**src/rtl/serial_subtractor_if.sv**
```systemverilog
`default_nettype none
// ============================================================================
// Module   : serial_subtractor_if
// Purpose  : Start/operand/result handshake bundle for the bit-serial subtractor.
// Revision : 1.0 - initial release
// ============================================================================
interface serial_subtractor_if #(
   parameter int WIDTH = 8
) ();
   logic             go;
   logic [WIDTH-1:0] a;
   logic [WIDTH-1:0] b;
   logic [WIDTH-1:0] diff;
   logic             borrow;
   logic             busy;
   logic             done;

   modport master (
      output go, a, b,
      input  diff, borrow, busy, done
   );

   modport slave (
      input  go, a, b,
      output diff, borrow, busy, done
   );
endinterface
`default_nettype wire

```
**src/rtl/serial_subtractor.sv**
```systemverilog
`default_nettype none
// ============================================================================
// Module   : serial_subtractor
// Purpose  : Bit-serial a - b, LSB first, through one full-adder cell computing
//            a + ~b + 1 with a registered carry; go/busy/done handshake.
// Revision : 1.0 - initial release
// ============================================================================
module serial_subtractor #(
   parameter int WIDTH = 8
) (
   input  logic               clk,
   input  logic               rst,
   serial_subtractor_if.slave bus
);

   localparam int CNT_W = $clog2(WIDTH + 1);
   localparam logic [CNT_W-1:0] c_last_bit = CNT_W'(WIDTH - 1);

   typedef enum logic [1:0] {
      S_IDLE = 2'd0,
      S_RUN  = 2'd1,
      S_DONE = 2'd2
   } state_t;

   state_t           r_state;
   logic [CNT_W-1:0] r_cnt;
   logic             r_carry;
   logic [WIDTH-1:0] r_sh_a;
   logic [WIDTH-1:0] r_sh_b;
   logic [WIDTH-1:0] r_sh_r;
   logic [WIDTH-1:0] r_diff;
   logic             r_borrow;
   logic             r_busy;
   logic             r_done;

   logic             w_nb;
   logic             w_sum;
   logic             w_cout;
   logic [WIDTH-1:0] w_result;

   // Full-adder cell on the current LSBs; subtrahend bit inverted, carry seeded to 1.
   assign w_nb     = ~r_sh_b[0];
   assign w_sum    = r_sh_a[0] ^ w_nb ^ r_carry;
   assign w_cout   = (r_sh_a[0] & w_nb) | (r_sh_a[0] & r_carry) | (w_nb & r_carry);
   assign w_result = {w_sum, r_sh_r[WIDTH-1:1]};

   always_ff @(posedge clk) begin
      if (rst) begin
         r_state  <= S_IDLE;
         r_cnt    <= '0;
         r_carry  <= 1'b1;
         r_sh_a   <= '0;
         r_sh_b   <= '0;
         r_sh_r   <= '0;
         r_diff   <= '0;
         r_borrow <= 1'b0;
         r_busy   <= 1'b0;
         r_done   <= 1'b0;
      end else begin
         case (r_state)
            S_IDLE: begin
               r_done <= 1'b0;
               if (bus.go) begin
                  r_sh_a  <= bus.a;
                  r_sh_b  <= bus.b;
                  r_sh_r  <= '0;
                  r_carry <= 1'b1;
                  r_cnt   <= '0;
                  r_busy  <= 1'b1;
                  r_state <= S_RUN;
               end
            end
            S_RUN: begin
               r_carry <= w_cout;
               r_sh_a  <= {1'b0, r_sh_a[WIDTH-1:1]};
               r_sh_b  <= {1'b0, r_sh_b[WIDTH-1:1]};
               r_sh_r  <= w_result;
               r_cnt   <= r_cnt + CNT_W'(1);
               // Final bit: publish the full word; no carry out of the MSB means a < b.
               if (r_cnt == c_last_bit) begin
                  r_diff   <= w_result;
                  r_borrow <= ~w_cout;
                  r_busy   <= 1'b0;
                  r_done   <= 1'b1;
                  r_state  <= S_DONE;
               end
            end
            S_DONE: begin
               r_done  <= 1'b0;
               r_state <= S_IDLE;
            end
            default: begin
               r_busy  <= 1'b0;
               r_done  <= 1'b0;
               r_state <= S_IDLE;
            end
         endcase
      end
   end

   assign bus.diff   = r_diff;
   assign bus.borrow = r_borrow;
   assign bus.busy   = r_busy;
   assign bus.done   = r_done;

endmodule
`default_nettype wire

```
**src/flat_wrapper.sv**
```systemverilog
// flat-port wrapper written by rule: the top's interface ports become plain ports
module serial_subtractor_flat 
#(
   parameter int WIDTH = 8
)
  (clk, rst, bus_go, bus_a, bus_b, bus_diff, bus_borrow, bus_busy, bus_done);
  serial_subtractor_if #(.WIDTH(WIDTH)) bus_i ();
  input  logic clk;
  input  logic rst;
  input wire logic [$bits(bus_i.go)-1:0] bus_go;
  input wire logic [$bits(bus_i.a)-1:0] bus_a;
  input wire logic [$bits(bus_i.b)-1:0] bus_b;
  output wire logic [$bits(bus_i.diff)-1:0] bus_diff;
  output wire logic [$bits(bus_i.borrow)-1:0] bus_borrow;
  output wire logic [$bits(bus_i.busy)-1:0] bus_busy;
  output wire logic [$bits(bus_i.done)-1:0] bus_done;
  assign bus_i.go = bus_go;
  assign bus_i.a = bus_a;
  assign bus_i.b = bus_b;
  assign bus_diff = bus_i.diff;
  assign bus_borrow = bus_i.borrow;
  assign bus_busy = bus_i.busy;
  assign bus_done = bus_i.done;
  serial_subtractor #(.WIDTH(WIDTH)) u_core (.clk(clk), .rst(rst), .bus(bus_i));
endmodule
```
**config.mk**
```make
export PLATFORM = sky130hd
export DESIGN_NAME = serial_subtractor_flat
export DESIGN_NICKNAME = d
export VERILOG_FILES = /design/src/rtl/serial_subtractor_if.sv /design/src/rtl/serial_subtractor.sv /design/src/flat_wrapper.sv
export SDC_FILE = /design/constraint.sdc
export NUM_CORES = 1
export LEC_CHECK = 0
export ABC_AREA = 1
export BUFFER_PORTS_ARGS = -buffer_cell sky130_fd_sc_hd__buf_2
export CORE_MARGIN = 8
export CORE_UTILIZATION = 54
export DETAILED_ROUTE_END_ITERATION = 8
export PLACE_DENSITY = 0.77
export SLEW_MARGIN = 20
export SYNTH_ARGS = -nofsm -noshare
export SYNTH_HDL_FRONTEND = slang
export SYNTH_SLANG_ARGS = --single-unit
```
**constraint.sdc**
```tcl
create_clock -name clk -period 1.3 [get_ports clk]
set_input_delay 0.065 -clock clk [delete_from_list [all_inputs] [get_ports clk]]
set_output_delay 0.065 -clock clk [all_outputs]
set_load 0.01 [all_outputs]
```
======== Yosys cells after proc, flatten, opt, wreduce, memory -nomap -nowiden ========
Cells that the tools add are included.
word-level totals
  output and inout port bits .............. 11
  register bits ........................... 42
cells by class
  eq/ne operators ......................... 5
  reduce and logical (&&, ||, !) cells .... 7
  bitwise gates (word level) .............. 11
  add/subtract/negate cells ............... 1
  multiplexer cells ....................... 15
operator list
  operator                                                                 number
  8-bit case mux with 2 select lines                                       3
  8-bit two-way mux                                                        3
  4-bit case mux with 2 select lines                                       1
  2-bit AND reduction                                                      3
  4-bit by 1-bit adder with 4-bit output, second input constant            1
  4-bit by 3-bit == test with 1-bit output, second input constant          1
  2-bit two-way mux                                                        2
  4-bit two-way mux                                                        1
  1-bit NOT                                                                4
  2-bit case mux with 2 select lines                                       1
  1-bit AND                                                                3
  1-bit case mux with 3 select lines                                       1
  3-bit AND reduction                                                      1
  2-bit by 1-bit == test with 1-bit output, second input constant          1
  2-bit == test, second input constant                                     1
  2-bit logical NOT                                                        1
  1-bit two-way mux                                                        2
  2-bit by 1-bit inequality test with 1-bit output, second input constant  1
  2-bit inequality test, second input constant                             1
  1-bit bitwise OR                                                         2
  1-bit case mux with 2 select lines                                       1
  2-bit nonzero test                                                       1
  2-bit OR reduction                                                       1
  1-bit XOR                                                                2

======== Depth between registers and ports, before layout ========
  depth after elaboration ................. 5
  depth in mapped cells ................... 7

======== Worst setup path after synthesis ========
OpenSTA, ideal clock, no wires.
  path type ............................... flip-flop to flip-flop
  start point ............................. register u_core.r_cnt[0]
  end point ............................... register u_core.r_diff[0] (netlist: u_core.bus.diff[0])
  stages on the path, launching flop included .. 8
  path buffers ............................ 0
  arrival ................................. 1.118 ns
  setup time .............................. 0.064 ns
  data required time ...................... 1.236 ns
  path slack .............................. 0.118 ns
  path through ............................ dfxtp_1 ha_1 nand2_1 nor2_4 nand2_2 inv_2 nor2_1 nor2_1
between the ends
  word-level cells in the longest chain between the ends .. 2
RTL lines
  item                                      line                     RTL
  from (decl)                               serial_subtractor.sv:26  logic [CNT_W-1:0] r_cnt;
  from (signal assigned)                    serial_subtractor.sv:78  r_cnt <= r_cnt + CNT_W'(1);
  4-bit by 3-bit == test with 1-bit output  serial_subtractor.sv:80  if (r_cnt == c_last_bit) begin
  2-bit AND reduction (no source line)      --
  to (signal assigned)                      serial_subtractor.sv:81  r_diff <= w_result;
  to (decl)                                 serial_subtractor.sv:31  logic [WIDTH-1:0] r_diff;
Every way passes these cells.
A chain may end at the register's enable or synchronous reset.

======== Worst setup path in the final report ========
Same ends and word-level chain as after synthesis.

==> flow_metrics.tcl <==
set metrics [dict create \
    holdWs_ns 0.0297 \
    first_iter_violations 59 \
    syn_inst 256 \
    peakVddDrop_v 0.000664 \
    maxCapViolations 0 \
    syn_area_per_cell_um2 6.93 \
    fp-row-count 21 \
    root_buffer "clkbuf_4" \
    r2r_cells 7 \
    synth_top_family_by_area "simple AND/OR/NAND/NOR gates" \
    routedWlPerCell_um 11.6 \
    clkTransAtPathRegs_ns 0.12 \
    floorplan.core_area_um2 3230 \
    outcome "finished clean" \
    cts_buffers 5 \
    crit_start "u_core.r_cnt[0]$_SDFFE_PP0P_" \
    die_width_um 73.3 \
    cp_max_fo 5 \
    synth_nets 277 \
    ys_seq_area_share_pct 46.3 \
    die-area_um2 5370 \
    synth_compound_area_share_pct 5.58 \
    synthTopCellsByArea "dfxtp_1 46%, nand2_1 13%, nor2_1 12%" \
    rrSetupSlack_ns 0.09 \
    drive_above_1_share_pct 21.4 \
    ys_ff_latch 41 \
    setup_viol 0 \
    cts_tree "built" \
    finalHoldViolCount 0 \
    cts.path.max_buffers 2 \
    start_kind "flop" \
    endpoint_kind "flop" \
    antenna_found_initial 0 \
    synth-main-ff-cell "dfxtp_1" \
    dp_hpwl_mm 2.72 \
    max_freq_mhz 827 \
    nNetsFinal 315 \
    initial_utilization_pct 54.9 \
    routed_wl_mm 3.95 \
    cts_max_level 2 \
    slew_viol_final 0 \
    synth_area_um2 1770 \
    fin_crit_sh_pct 93.0 \
    r2r-end "u_core.bus.diff[0]$_SDFFE_PP0P_" \
    synth.distinct_cells 20 \
    synth_top_area_share_pct 46.3 \
    synth-simple-area-share_pct 37.6 \
    ys_warn_count 0 \
    rr_startpoint "u_core.r_cnt[0]$_SDFFE_PP0P_" \
    min_period_ns 1.21 \
    die_h_um 73.3 \
    crit_required_ns 1.57 \
    hold_end "u_core.r_sh_a[5]$_SDFFE_PP0P_" \
    p_leak_nw 1.00 \
    whs_path_depth 5 \
    synth_top_area_cell "dfxtp_1" \
    clock_sinks 41 \
    synthAdderAreaFrac_pct 1.83 \
    powerDensity_nw_per_um2 1150 \
    grt_pass1_vias 1657 \
    vias 1619 \
    skew_ns 0.0112 \
    yosys.area_share.xor_xnor_pct 0 \
    dr.pass1.iters 4 \
    via_per_inst 4.75 \
    grtUsageTotal_pct 16.4 \
    fin_util_pct 67.0 \
    grt_overflow 0 \
    cts_setup_buffers 0 \
    cp.arrival_ns 1.48 \
    synth_common_cells "61 x nand2_1, 58 x nor2_1, 41 x dfxtp_1, 29 x nand3_1, 22 x inv_1" \
    worstMarginPinSlew_ns 0.441 \
    drtAntennaViolNets 0 \
    grt_pass1_wl_mm 6.84 \
    gp_congestion 0.772 \
    synth_edf_count 0 \
    hp-start "bus_a[5]" \
    grt_max_degree 29 \
    critical_path_class "flop to flop" \
    min_path_type "input pin to flop" \
    synth.area.mux_share_pct 0 \
    clk_latency_ns 0.36 \
    synthArstFlopShare_pct 0 \
    detail_route.drc_violations 0 \
    diodes 0 \
    yosysMostFrequentCell "nand2_1" \
    areaGrowthSynthToFinish_pct 22.1 \
    ios 30 \
    portBuffers 29 \
    fillCellCount 321 \
    slew_headroom_pct 70.5 \
]
-- what timing repair did --
| action | CTS | global route |
|---|---|---|
| hold endpoints to repair | 2 | 0 |
| hold buffers | 2 | 0 |
| gates resized for setup | 0 | 16 |
| endpoints found under the setup margin | 0 | 13 |
-- logic make-up after synthesis --
| family | Yosys count |
|---|---|
| simple gates | 158 |
| flops | 41 |
| buf+inv | 37 |
| compound gates | 18 |
| fa+ha+maj | 2 |
-- metrics by stage --
stage                     instances  instance area (um^2)  setup TNS (ns)  setup slack, ns  power (W)
after global routing            341                  2160         -0.0193          -0.0149    0.00262
after global placement          331                  2010               0           0.0561    0.00163
final                           341                  2160               0           0.0904    0.00249
after floorplan                 256                  1770               0            0.118    0.00154
after CTS                       341                  2110               0          0.00168    0.00249
after detailed placement        331                  2010               0           0.0491    0.00163
-- power by group --
group          switching, W  internal [W]  leakage [nW]
Combinational      0.000177      0.000121         0.621
Clock              0.000407      0.000459        0.0455
Sequential        0.0000260       0.00130         0.335
Total              0.000610       0.00188          1.00
-- metal layers --
metal | vias to the layer above | wire length [um] | part of all wire [%] | global-route usage (%)
met5 | - | 0 | 0 | 0
met4 | 0 | 99 | 2.5 | 7.98
met3 | 10 | 180 | 4.6 | 5.73
met2 | 35 | 1940 | 49 | 30.4
met1 | 705 | 1730 | 44 | 15.7
li1 | 869 | - | - | -
-- registers in the layout, summed over array words and instances, names as in the netlist --
signal / cells
u_core.bus.busy: 1
u_core.bus.done: 1
u_core.r_carry: 1
u_core.bus.borrow: 1
u_core.bus.diff: 8
u_core.r_state: 2
u_core.r_cnt: 4
u_core.r_sh_r: 7
u_core.r_sh_a: 8
u_core.r_sh_b: 8
-- layout make-up --
| type | count | area [um^2] | area share, % |
|---|---|---|---|
| Clock inverter | 1 | 30.0 | 1.39 |
| Inverter | 24 | 92.6 | 4.28 |
| Clock buffer | 7 | 55.1 | 2.54 |
| Sequential cell | 41 | 827 | 38.2 |
| Timing Repair Buffer | 44 | 274 | 12.7 |
| Multi-Input combinational cell | 178 | 828 | 38.3 |
| Tap cell | 46 | 57.6 | 2.66 |
-- critical path: stages (launching register included) --
cell and delay [ns]:
dfxtp_4 0.39, ha_4 0.14, nand2_2 0.07, nor2_4 0.21, buf_6 0.14, nand3b_1 0.07, nand2_1 0.06, nor2_1 0.04
-- cells in the final DEF, fill, tap and decap left out, types with 6 or more instances in the layout --
cell	instances
a21oi_1	6
buf_2	29
buf_4	10
dfxtp_1	38
inv_1	20
nand2_1	60
nand3_1	28
nand3b_1	6
nor2_1	58
o22ai_1	7
-- how the worst max path moves through the flow --
stage                                 endpoint  slack [ns]  cells after the start
6_report       u_core.bus.diff[0]$_SDFFE_PP0P_        0.09                      7
3_5_place_dp   u_core.bus.diff[0]$_SDFFE_PP0P_        0.05                      7
5_1_grt        u_core.bus.diff[2]$_SDFFE_PP0P_       -0.01                      7
2_1_floorplan  u_core.bus.diff[0]$_SDFFE_PP0P_        0.12                      7
3_3_place_gp   u_core.bus.diff[7]$_SDFFE_PP0P_        0.06                      6
4_1_cts        u_core.bus.diff[0]$_SDFFE_PP0P_       0.002                      7
Note: power is estimated with default switching activity, not from simulation.
